$ cat src/rtl/enc_speed_error.sv
//============================================================================
// Module  : enc_speed_error
// Purpose : Quadrature decode, windowed signed speed count and saturated
//           speed error (setpoint - speed) for the PID speed loop.
// Options : ENC_FILTER_EN - 3-sample debounce per channel after the synchronizer
// Rev     : 1.0  initial release
//============================================================================
`default_nettype none

module enc_speed_error #(
  parameter int SAMPLE_CLKS = 1000,
  parameter int W           = 16
) (
  input  logic                clk,
  input  logic                reset,
  input  logic                enc_a,
  input  logic                enc_b,
  input  logic signed [W-1:0] setpoint,
  input  logic                err_clr,
  output logic signed [W-1:0] speed,
  output logic signed [W-1:0] e_out,
  output logic                e_valid,
  output logic                enc_err
);

  localparam int               c_tmr_w = (SAMPLE_CLKS > 1) ? $clog2(SAMPLE_CLKS) : 1;
  localparam logic [c_tmr_w-1:0] c_last = c_tmr_w'(SAMPLE_CLKS - 1);

  // Clamp a W+1 bit signed value into W bits (overflow when the top two bits differ).
  function automatic logic signed [W-1:0] sat(input logic signed [W:0] v);
    if (v[W] != v[W-1])
      return v[W] ? {1'b1, {(W-1){1'b0}}} : {1'b0, {(W-1){1'b1}}};
    else
      return v[W-1:0];
  endfunction

  logic [1:0] r_sync1;
  logic [1:0] r_sync2;
  logic [1:0] w_cur;

  always_ff @(posedge clk or posedge reset) begin
    if (reset) begin
      r_sync1 <= '0;
      r_sync2 <= '0;
    end else begin
      r_sync1 <= {enc_a, enc_b};
      r_sync2 <= r_sync1;
    end
  end

`ifdef ENC_FILTER_EN
  // Decode starts once the first post-reset pin level has crossed sync + filter.
  localparam logic [2:0] c_fill = 3'd6;

  logic [1:0] r_hist1;
  logic [1:0] r_hist2;
  logic [1:0] r_filt;
  logic [1:0] w_stable;

  assign w_stable = ~(r_sync2 ^ r_hist1) & ~(r_hist1 ^ r_hist2);

  always_ff @(posedge clk or posedge reset) begin
    if (reset) begin
      r_hist1 <= '0;
      r_hist2 <= '0;
      r_filt  <= '0;
    end else begin
      r_hist1 <= r_sync2;
      r_hist2 <= r_hist1;
      r_filt  <= (w_stable & r_sync2) | (~w_stable & r_filt);
    end
  end

  assign w_cur = r_filt;
`else
  // Decode starts once the first post-reset pin level has crossed the synchronizer.
  localparam logic [2:0] c_fill = 3'd3;

  assign w_cur = r_sync2;
`endif

  logic [1:0]          r_prev;
  logic [2:0]          r_fill;
  logic [c_tmr_w-1:0]  r_tmr;
  logic signed [W-1:0] r_acc;

  logic                w_armed;
  logic                w_up;
  logic                w_dn;
  logic                w_illegal;
  logic                w_term;
  logic signed [W:0]   w_step;
  logic signed [W:0]   w_acc_sum;
  logic signed [W-1:0] w_acc_nx;
  logic signed [W:0]   w_diff;

  assign w_armed = (r_fill == c_fill);
  assign w_term  = (r_tmr == c_last);

  always_comb begin
    w_up      = 1'b0;
    w_dn      = 1'b0;
    w_illegal = 1'b0;
    if (w_armed) begin
      case ({r_prev, w_cur})
        4'b00_10, 4'b10_11, 4'b11_01, 4'b01_00: w_up = 1'b1;
        4'b10_00, 4'b11_10, 4'b01_11, 4'b00_01: w_dn = 1'b1;
        default:                                w_illegal = ((r_prev ^ w_cur) == 2'b11);
      endcase
    end
  end

  assign w_step    = w_up ? (W+1)'(1) : (w_dn ? {(W+1){1'b1}} : '0);
  assign w_acc_sum = {r_acc[W-1], r_acc} + w_step;
  assign w_acc_nx  = sat(w_acc_sum);
  assign w_diff    = {setpoint[W-1], setpoint} - {w_acc_nx[W-1], w_acc_nx};

  always_ff @(posedge clk or posedge reset) begin
    if (reset) begin
      r_prev  <= '0;
      r_fill  <= '0;
      r_tmr   <= '0;
      r_acc   <= '0;
      speed   <= '0;
      e_out   <= '0;
      e_valid <= 1'b0;
      enc_err <= 1'b0;
    end else begin
      r_prev  <= w_cur;
      if (!w_armed)
        r_fill <= r_fill + 3'd1;

      e_valid <= w_term;
      if (w_term) begin
        r_tmr <= '0;
        r_acc <= '0;
        speed <= w_acc_nx;
        e_out <= sat(w_diff);
      end else begin
        r_tmr <= r_tmr + 1'b1;
        r_acc <= w_acc_nx;
      end

      if (w_illegal)
        enc_err <= 1'b1;
      else if (err_clr)
        enc_err <= 1'b0;
    end
  end

endmodule

`default_nettype wire

$ cat config.mk
export PLATFORM = sky130hd
export DESIGN_NAME = enc_speed_error
export DESIGN_NICKNAME = d
export VERILOG_FILES = /design/src/rtl/enc_speed_error.sv
export SDC_FILE = /design/constraint.sdc
export NUM_CORES = 1
export LEC_CHECK = 0
export CELL_PAD_IN_SITES_DETAIL_PLACEMENT = 1
export CELL_PAD_IN_SITES_GLOBAL_PLACEMENT = 1
export CORE_ASPECT_RATIO = 0.6
export CORE_MARGIN = 4
export CORE_UTILIZATION = 44
export DETAILED_ROUTE_END_ITERATION = 12
export GPL_TIMING_DRIVEN = 0
export HOLD_SLACK_MARGIN = 0.05
export PLACE_DENSITY = 0.92
export SLEW_MARGIN = 20
export SYNTH_ARGS = -nofsm -noshare
export SYNTH_HDL_FRONTEND = slang
export SYNTH_SLANG_ARGS = --single-unit
$ cat constraint.sdc
create_clock -name clk -period 6.9 [get_ports clk]
set_clock_uncertainty 0.15 [all_clocks]
set_input_delay 1.725 -clock clk [delete_from_list [all_inputs] [get_ports clk]]
set_output_delay 1.725 -clock clk [all_outputs]
set_load 0.01 [all_outputs]
Yosys cells after proc, flatten, opt, wreduce, memory -nomap -nowiden
Cells that the tools add are included.
{"block": "totals", "regBits": 69, "input_bits": 21}
{"block": "classes", "addsub": 4, "eq_ne": 13, "mux": 16, "n_bitwise": 1, "n_reduce_logical": 4}
{"operator": "16-bit two-way mux", "n": 5}
{"operator": "17-bit two-way mux", "n": 2}
{"operator": "17-bit adder", "n": 1}
{"operator": "16-bit by 16-bit subtractor with 17-bit output", "n": 1}
{"operator": "4-bit equality test (second input constant)", "n": 4}
{"operator": "10-bit by 1-bit adder with 10-bit output (second input constant)", "n": 1}
{"operator": "10-bit equality test (second input constant)", "n": 1}
{"operator": "10-bit two-way mux", "n": 1}
{"operator": "4-bit by 3-bit equality test with 1-bit output (second input constant)", "n": 2}
{"operator": "1-bit two-way mux", "n": 8}
{"operator": "4-bit OR reduction", "n": 2}
{"operator": "8-bit OR reduction", "n": 1}
{"operator": "4-bit by 1-bit equality test with 1-bit output (second input constant)", "n": 1}
{"operator": "4-bit by 2-bit equality test with 1-bit output (second input constant)", "n": 1}
{"operator": "3-bit by 1-bit adder with 3-bit output (second input constant)", "n": 1}
{"operator": "3-bit by 2-bit equality test with 1-bit output (second input constant)", "n": 1}
{"operator": "2-bit equality test (second input constant)", "n": 1}
{"operator": "1-bit inequality test", "n": 2}
{"operator": "2-bit nonzero test", "n": 1}
{"operator": "2-bit XOR", "n": 1}

Depth between registers and ports, before layout
Gate-level depths: netlist of run 1.
{"block": "logic_depth", "ltp_word": 12, "depth_mapped": 27}

Worst setup path before layout of run 1
No wires, ideal clock.
{"block": "synth_path", "path_type": "flip-flop to flip-flop", "from": "register r_fill[0]", "to": "register e_out[2]", "setup_ps": 83, "arrival_time_ps": 5167, "t_required_ps": 6667, "setup_slack_ps": 1500, "path_stages_with_launch": 24, "path_buffers": 4, "period_less_slack_ps": 5400, "cell_sequence": "dfrtp_1 ha_1 ha_1 clkbuf_1 nand2_1 inv_1 ha_1 a211o_1 o211ai_1 a22oi_1 a32o_2 xnor2_2 buf_6 maj3_4 ha_1 clkbuf_1 a21oi_1 nand2_1 o211ai_1 o311ai_4 xor2_1 buf_2 a21oi_1 o21ai_0"}
{"block": "synth_between", "elab_chain_len": 10}
{"item": "from (decl)", "line_no": "83", "text": "logic [2:0] r_fill;"}
{"item": "from (signal assigned)", "line_no": "131", "text": "r_fill <= r_fill + 3'd1;"}
{"item": "3-bit by 2-bit equality test with 1-bit output *", "line_no": "97", "text": "assign w_armed = (r_fill == c_fill);"}
{"item": "1-bit two-way mux", "line_no": "104", "text": "if (w_armed) begin"}
{"item": "17-bit two-way mux", "line_no": "113", "text": "assign w_step = w_up ? (W+1)'(1) : (w_dn ? {(W+1){1'b1}} : '0);"}
{"item": "17-bit two-way mux *", "line_no": "113"}
{"item": "17-bit adder *", "line_no": "114", "text": "assign w_acc_sum = {r_acc[W-1], r_acc} + w_step;"}
{"item": "16-bit two-way mux or 1-bit inequality test (tied branches)", "line_no": "32, 31"}
{"item": "16-bit two-way mux *", "line_no": "31", "text": "if (v[W] != v[W-1])"}
{"item": "16-bit by 16-bit subtractor with 17-bit output *", "line_no": "116", "text": "assign w_diff = {setpoint[W-1], setpoint} - {w_acc_nx[W-1], w_acc_nx};"}
{"item": "16-bit two-way mux or 1-bit inequality test (tied branches)", "line_no": "32, 31"}
{"item": "16-bit two-way mux *", "line_no": "31"}
{"item": "to (signal assigned)", "line_no": "138", "text": "e_out <= sat(w_diff);"}
{"item": "to (decl)", "line_no": "21", "text": "output logic signed [W-1:0] e_out,"}
Every way passes the cells marked *; elsewhere a longest branch is shown, timed or not.
A chain may end at the register's enable or synchronous reset.

Worst setup path in the final report of run 1
{"block": "layout_path", "from": "register r_fill[0]", "to": "register e_out[1]"}
{"block": "layout_between", "elab_chain_len": 10}
{"item": "3-bit by 2-bit equality test with 1-bit output *", "line_no": "97"}
{"item": "1-bit two-way mux", "line_no": "104"}
{"item": "17-bit two-way mux", "line_no": "113"}
{"item": "17-bit two-way mux *", "line_no": "113"}
{"item": "17-bit adder *", "line_no": "114"}
{"item": "16-bit two-way mux or 1-bit inequality test (tied branches)", "line_no": "32, 31"}
{"item": "16-bit two-way mux *", "line_no": "31"}
{"item": "via w_acc_nx[0]", "line_no": "94", "text": "logic signed [W-1:0] w_acc_nx;"}
{"item": "16-bit by 16-bit subtractor with 17-bit output *", "line_no": "116"}
{"item": "16-bit two-way mux or 1-bit inequality test (tied branches)", "line_no": "32, 31"}
{"item": "16-bit two-way mux *", "line_no": "31"}
Mark *: on every way through the listed nets, which the timed path passes. The rest lies on a longest branch.

==> results of run 1 <==
-- layer usage --
metal	global-route usage (%)	vias up
met2	42.3	119
met4	7.37	0
li1	-	1841
met1	30.8	2007
met3	8.27	24
met5	0	-
-- synthesized netlist by cell type (10+ instances only) --
cell / number
xnor2_1: 15
o21ai_1: 15
nand2_1: 50
xor2_1: 17
nor2_1: 38
nand3_1: 10
inv_1: 18
clkbuf_1: 10
ha_1: 35
a21oi_1: 27
o21ai_0: 33
dfrtp_1: 69
-- state kept, by name, summed over array words and instances, names as in the netlist --
register	cells
enc_err	1
speed	16
r_sync1	2
r_tmr	10
r_prev	2
e_valid	1
e_out	16
r_fill	3
r_sync2	2
r_acc	16
-- final cells by class --
type | count | area, µm² | area share [%]
plain buffers | 16 | 97.6 | 1.72
clock buffers | 10 | 239 | 4.22
clock inverters | 6 | 110 | 1.94
inverters | 19 | 77.6 | 1.37
multi-input cells | 369 | 2640 | 46.6
flip-flops and latches | 69 | 1730 | 30.5
well taps | 135 | 169 | 2.98
repair buffers | 59 | 603 | 10.6
-- metrics by stage --
stage                     util, %  setup WS [ns]  instance area, µm²  hold WS (ns)  instances
after global placement       52.5          0.361                5230         0.184        662
after global routing         56.9          0.191                5660         0.209        683
after detailed placement     52.8         0.0471                5250         0.191        663
after floorplan                 -           1.50                4520         0.181        473
after CTS                    56.5          0.170                5620         0.205        681
final                        56.9          0.505                5660         0.205        683
-- final timing paths --
check                      cells past startpoint       start         end  slack (ns)
setup / recovery                              26   r_fill[0]    e_out[1]        0.51
max in group asynchronous                      3       reset   r_fill[2]        4.47
hold reg to reg                                0  r_sync1[0]  r_sync2[0]        0.20
setup reg to reg                              26   r_fill[0]    e_out[1]        0.51
hold / removal                                 0  r_sync1[0]  r_sync2[0]        0.20
min in group asynchronous                      2       reset    r_tmr[5]        1.59
-- cells by family after synthesis --
| group | after synthesis |
|---|---|
| flip-flops | 69 |
| AND/OR/NAND/NOR | 141 |
| buffers and inverters | 35 |
| AO/OA/AOI/OAI | 140 |
| adder cells (fa/ha/maj) | 53 |
| XOR/XNOR | 33 |
| multiplexers | 2 |
-- timing repair --
action | 4_1_cts | 5_1_grt
setup endpoints to repair | 5 | 16
pin swaps | 1 | 0
resized for setup | 1 | 3
endpoints found under the hold margin | 0 | 0
buffers inserted | 2 | 2
==> impl_metrics.json, run 1 <==
{
  "synthFlopType": "dfrtp_1",
  "path_common_cell": "ha_1",
  "drt_iter0_drc": 177,
  "antenna_cells": 0,
  "dpl.hpwl_um": 10800,
  "fp.dieH_um": 86.5,
  "async_flop_share_pct": 100,
  "cp.arrival_ns": 6.51,
  "clk_path_buf_depth": 2,
  "synth_edf_count": 0,
  "crit_type": "flip-flop to flip-flop",
  "ys_ff_latch": 69,
  "wl_per_cell_um": 21.1,
  "cp_max_fo": 12,
  "finalCriticalPeriod_ns": 6.39,
  "ys_seq_area_share_pct": 38.2,
  "cts_buffers": 9,
  "gp_congestion": 0.878,
  "grt_max_degree": 39,
  "ant_nets": 0,
  "h-tree-depth": 3,
  "grt_usage_pct": 24.9,
  "synthCells": 473,
  "max_stage_delay_ns": 0.57,
  "area_growth_pct": 25.4,
  "fillers": 1124,
  "synthDistinctLibCells": 66,
  "synth_top_family_by_area": "compound AO/OA/AOI/OAI gates",
  "via_per_inst": 5.84,
  "grt_overflow": 0,
  "end_kind": "flip-flop",
  "relSlewSlack_pct": 47.0,
  "core_area_um2": 9950,
  "numClockSinks": 69,
  "firstDrtPassIters": 4,
  "yosys.area.top_type": "dfrtp_1",
  "ys_warn_count": 0,
  "drc_errors": 0,
  "grt_antenna_before_repair": 0,
  "cts_tree": "built",
  "synthMuxAreaShare_pct": 0.471,
  "drive_gt1_share_pct": 10.9,
  "finalSetupViolations": 0,
  "routed-wl-met3_um": 952,
  "num_rows": 28,
  "wl_um": 14400,
  "critPathLaunchType": "flip-flop",
  "path_clk_slew_ns": 0.06,
  "ctsHoldBuffers": 0,
  "worstMarginPinSlew_ns": 0.795,
  "synth_area_leaders": "dfrtp_1, ha_1, nand2_1",
  "final_common_cell": "dfrtp_1",
  "maxSlewViolCount": 0,
  "syn_avg_cell_area_um2": 9.55,
  "fp.dieW_um": 139,
  "cp_num_buf_inv": 8,
  "wl_met2_um": 6840,
  "hold_viol_final": 0,
  "port_buffers": 54,
  "initial_core_util_pct": 45.4,
  "cp.required_ns": 7.02,
  "nNetsFinal": 601,
  "synthSimpleGateAreaFrac_pct": 14.8,
  "synth_compound_area_share_pct": 21.3,
  "syn-num-nets": 531,
  "ctsRootBufferMaster": "clkbuf_16",
  "drt-met1-wl_um": 6420,
  "fin_crit_sh_pct": 92.7,
  "yosysTopAreaCellShare_pct": 38.2,
  "top_layer": "met4",
  "rsz0062_at_grt": "false",
  "ios": 55,
  "grt_pass1_wl_um": 23400,
  "num_vias": 3991,
  "synth_xor_area_share_pct": 6.57,
  "final_cell_mix": "dfrtp_1, clkdlybuf4s50_1, nand2_1, nor2_1, ha_1",
  "die_area_um2": 12000,
  "hold_path_class": "flip-flop to flip-flop",
  "netlist_area_um2": 4520,
  "synthAdderAreaFrac_pct": 14.9,
  "fin_setup_tns_ns": 0,
  "max_freq_ghz": 0.156,
  "cp_top_family": "compound AO/OA/AOI/OAI gates",
  "grt_pass1_vias": 4375,
  "cp_slowest_cell": "or4_4",
  "drv_cap": 0,
  "clk_latency_ns": 0.35,
  "status": "finished clean"
}
Power of run 1 is not shown: default switching activity piles up to over one toggle a cycle in this logic, so the estimate is an artifact.
==> run 2, diff against run 1 <==
--- a/config.mk
+++ b/config.mk
@@ -14,6 +14,7 @@
 export GPL_TIMING_DRIVEN = 0
 export HOLD_SLACK_MARGIN = 0.05
 export PLACE_DENSITY = 0.92
+export RECOVER_POWER = 100
 export SLEW_MARGIN = 20
 export SYNTH_ARGS = -nofsm -noshare
 export SYNTH_HDL_FRONTEND = slang
==> run 2 against run 1 <==
The run now ends with capacitance limit, slew limit left. Sequential share of layout area rose by 0.13 points. Register-to-register slack worse by 0.097 ns. Largest cell class unchanged. Critical endpoint unchanged. Maximum frequency shrank 1.5%. Cell count is the same. Global-route usage unchanged. Flip-flop and latch count stayed put. Via count grew 0.25%. Count of clock-buffer cells in the layout is the same. Die area unchanged.
==> impl_metrics.json, run 2 (same netlist as run 1, synthesis figures left out) <==
{
  "num_rows": 28,
  "fin_crit_sh_pct": 94.1,
  "grt_usage_pct": 24.9,
  "fin_setup_tns_ns": 0,
  "maxSlewViolCount": 39,
  "ant_nets": 0,
  "fp.dieH_um": 86.5,
  "end_kind": "flip-flop",
  "fp.dieW_um": 139,
  "h-tree-depth": 3,
  "final_cell_mix": "dfrtp_1, nand2_1, nor2_1, dlygate4sd3_1, ha_1",
  "drv_cap": 1,
  "grt_pass1_vias": 4375,
  "gp_congestion": 0.878,
  "clk_latency_ns": 0.35,
  "cp_slowest_cell": "or4_4",
  "numClockSinks": 69,
  "cp.required_ns": 7.02,
  "max_stage_delay_ns": 0.57,
  "violations": "capacitance limit, slew limit",
  "finalNonFillerCells": 683,
  "dp_cells": 663,
  "via_per_inst": 5.86,
  "setup_ws_ns": 0.408,
  "status": "finished with violations",
  "critPathLaunchType": "flip-flop",
  "cts_buffers": 9,
  "drt_iter0_drc": 194,
  "drive_gt1_share_pct": 10.6,
  "rsz0062_at_grt": "false",
  "core_area_um2": 9950,
  "ios": 55,
  "num_vias": 4001,
  "firstDrtPassIters": 4,
  "holdWs_ns": 0.207,
  "drc_errors": 0,
  "area_growth_pct": 24.9,
  "cp.arrival_ns": 6.61,
  "wl_um": 14400,
  "place_ws_ns": 0.0471,
  "path_clk_slew_ns": 0.06,
  "antenna_cells": 0,
  "finalCriticalPeriod_ns": 6.49,
  "crit_type": "flip-flop to flip-flop",
  "grt_pass1_wl_um": 23400,
  "grt_overflow": 0,
  "wl_per_cell_um": 21.1,
  "cp_max_fo": 12,
  "nNetsFinal": 601,
  "grt_antenna_before_repair": 0,
  "clk_path_buf_depth": 2,
  "final_common_cell": "dfrtp_1",
  "max_freq_ghz": 0.154,
  "relSlewSlack_pct": -43.5,
  "worstMarginPinSlew_ns": 2.15,
  "die_area_um2": 12000,
  "ctsHoldBuffers": 0,
  "hold_path_class": "flip-flop to flip-flop",
  "grt_max_degree": 39,
  "path_common_cell": "ha_1",
  "cts_tree": "built",
  "port_buffers": 54,
  "reg.largest.list": "e_out (16), r_acc (16), speed (16)",
  "initial_core_util_pct": 45.4,
  "finalSetupViolations": 0,
  "hold_viol_final": 0,
  "dpl.hpwl_um": 10800,
  "ctsRootBufferMaster": "clkbuf_16"
}
==> run 2: cell types whose count changed in the layout (fill, tap and decap cells not counted) <==
cell	delta
inv_4	-1
and2_1	-1
clkbuf_1	+1
maj3_4	-1
and2_0	+1
maj3_1	+1
clkinvlp_4	-1
clkdlybuf4s50_1	-38
clkinvlp_2	+2
dlygate4sd3_1	+38
buf_12	-1
==> run 2: worst paths after layout <==
check                            from          to  slack, ns  depth (start not counted)
min in group asynchronous       reset    r_tmr[5]       1.99                          2
max                         r_fill[0]    e_out[1]       0.41                         26
min                        r_sync1[0]  r_sync2[0]       0.21                          0
max reg2reg                 r_fill[0]    e_out[1]       0.41                         26
max in group asynchronous       reset    e_out[0]       2.05                          3
min reg2reg                r_sync1[0]  r_sync2[0]       0.21                          0
==> run 2: per-layer routing <==
layer,up-vias,wire length [µm],GRT usage (%)
li1,1843,-,-
met1,2018,6430,30.8
met2,116,6810,42.3
met3,24,938,8.27
met4,0,236,7.37
met5,-,0,0
==> run 2: final cells by class <==
type / count / area [µm²]
Tap cell: 135 / 169
Fill cell: 1127 / 4310
Inverter: 19 / 73.8
Sequential cell: 69 / 1730
Buffer: 16 / 97.6
Multi-Input combinational cell: 369 / 2640
Timing Repair Buffer: 59 / 587
Clock inverter: 6 / 110
Clock buffer: 10 / 239
==> run 2: what timing repair did <==
action | 4_1_cts | 5_1_grt
endpoints found under the setup margin | 5 | 16
pin swaps | 1 | 0
buffers inserted | 2 | 2
resized for setup | 1 | 3
==> run 2: critical path, delay by kind of cell (launching register included) <==
family,cells,cell delay (ns)
compound gates,9,2.01
buf+inv,8,1.41
flops,1,0.40
fa+ha+maj,6,1.29
simple gates,3,1.15
==> run 2: per-stage QoR <==
step | instance area (µm²) | utilization [%]
2_1_floorplan | 4520 | -
5_1_grt | 5640 | 56.7
4_1_cts | 5620 | 56.5
3_5_place_dp | 5250 | 52.8
6_report | 5640 | 56.7
3_3_place_gp | 5230 | 52.5
Power of run 2 is left out for the same reason.
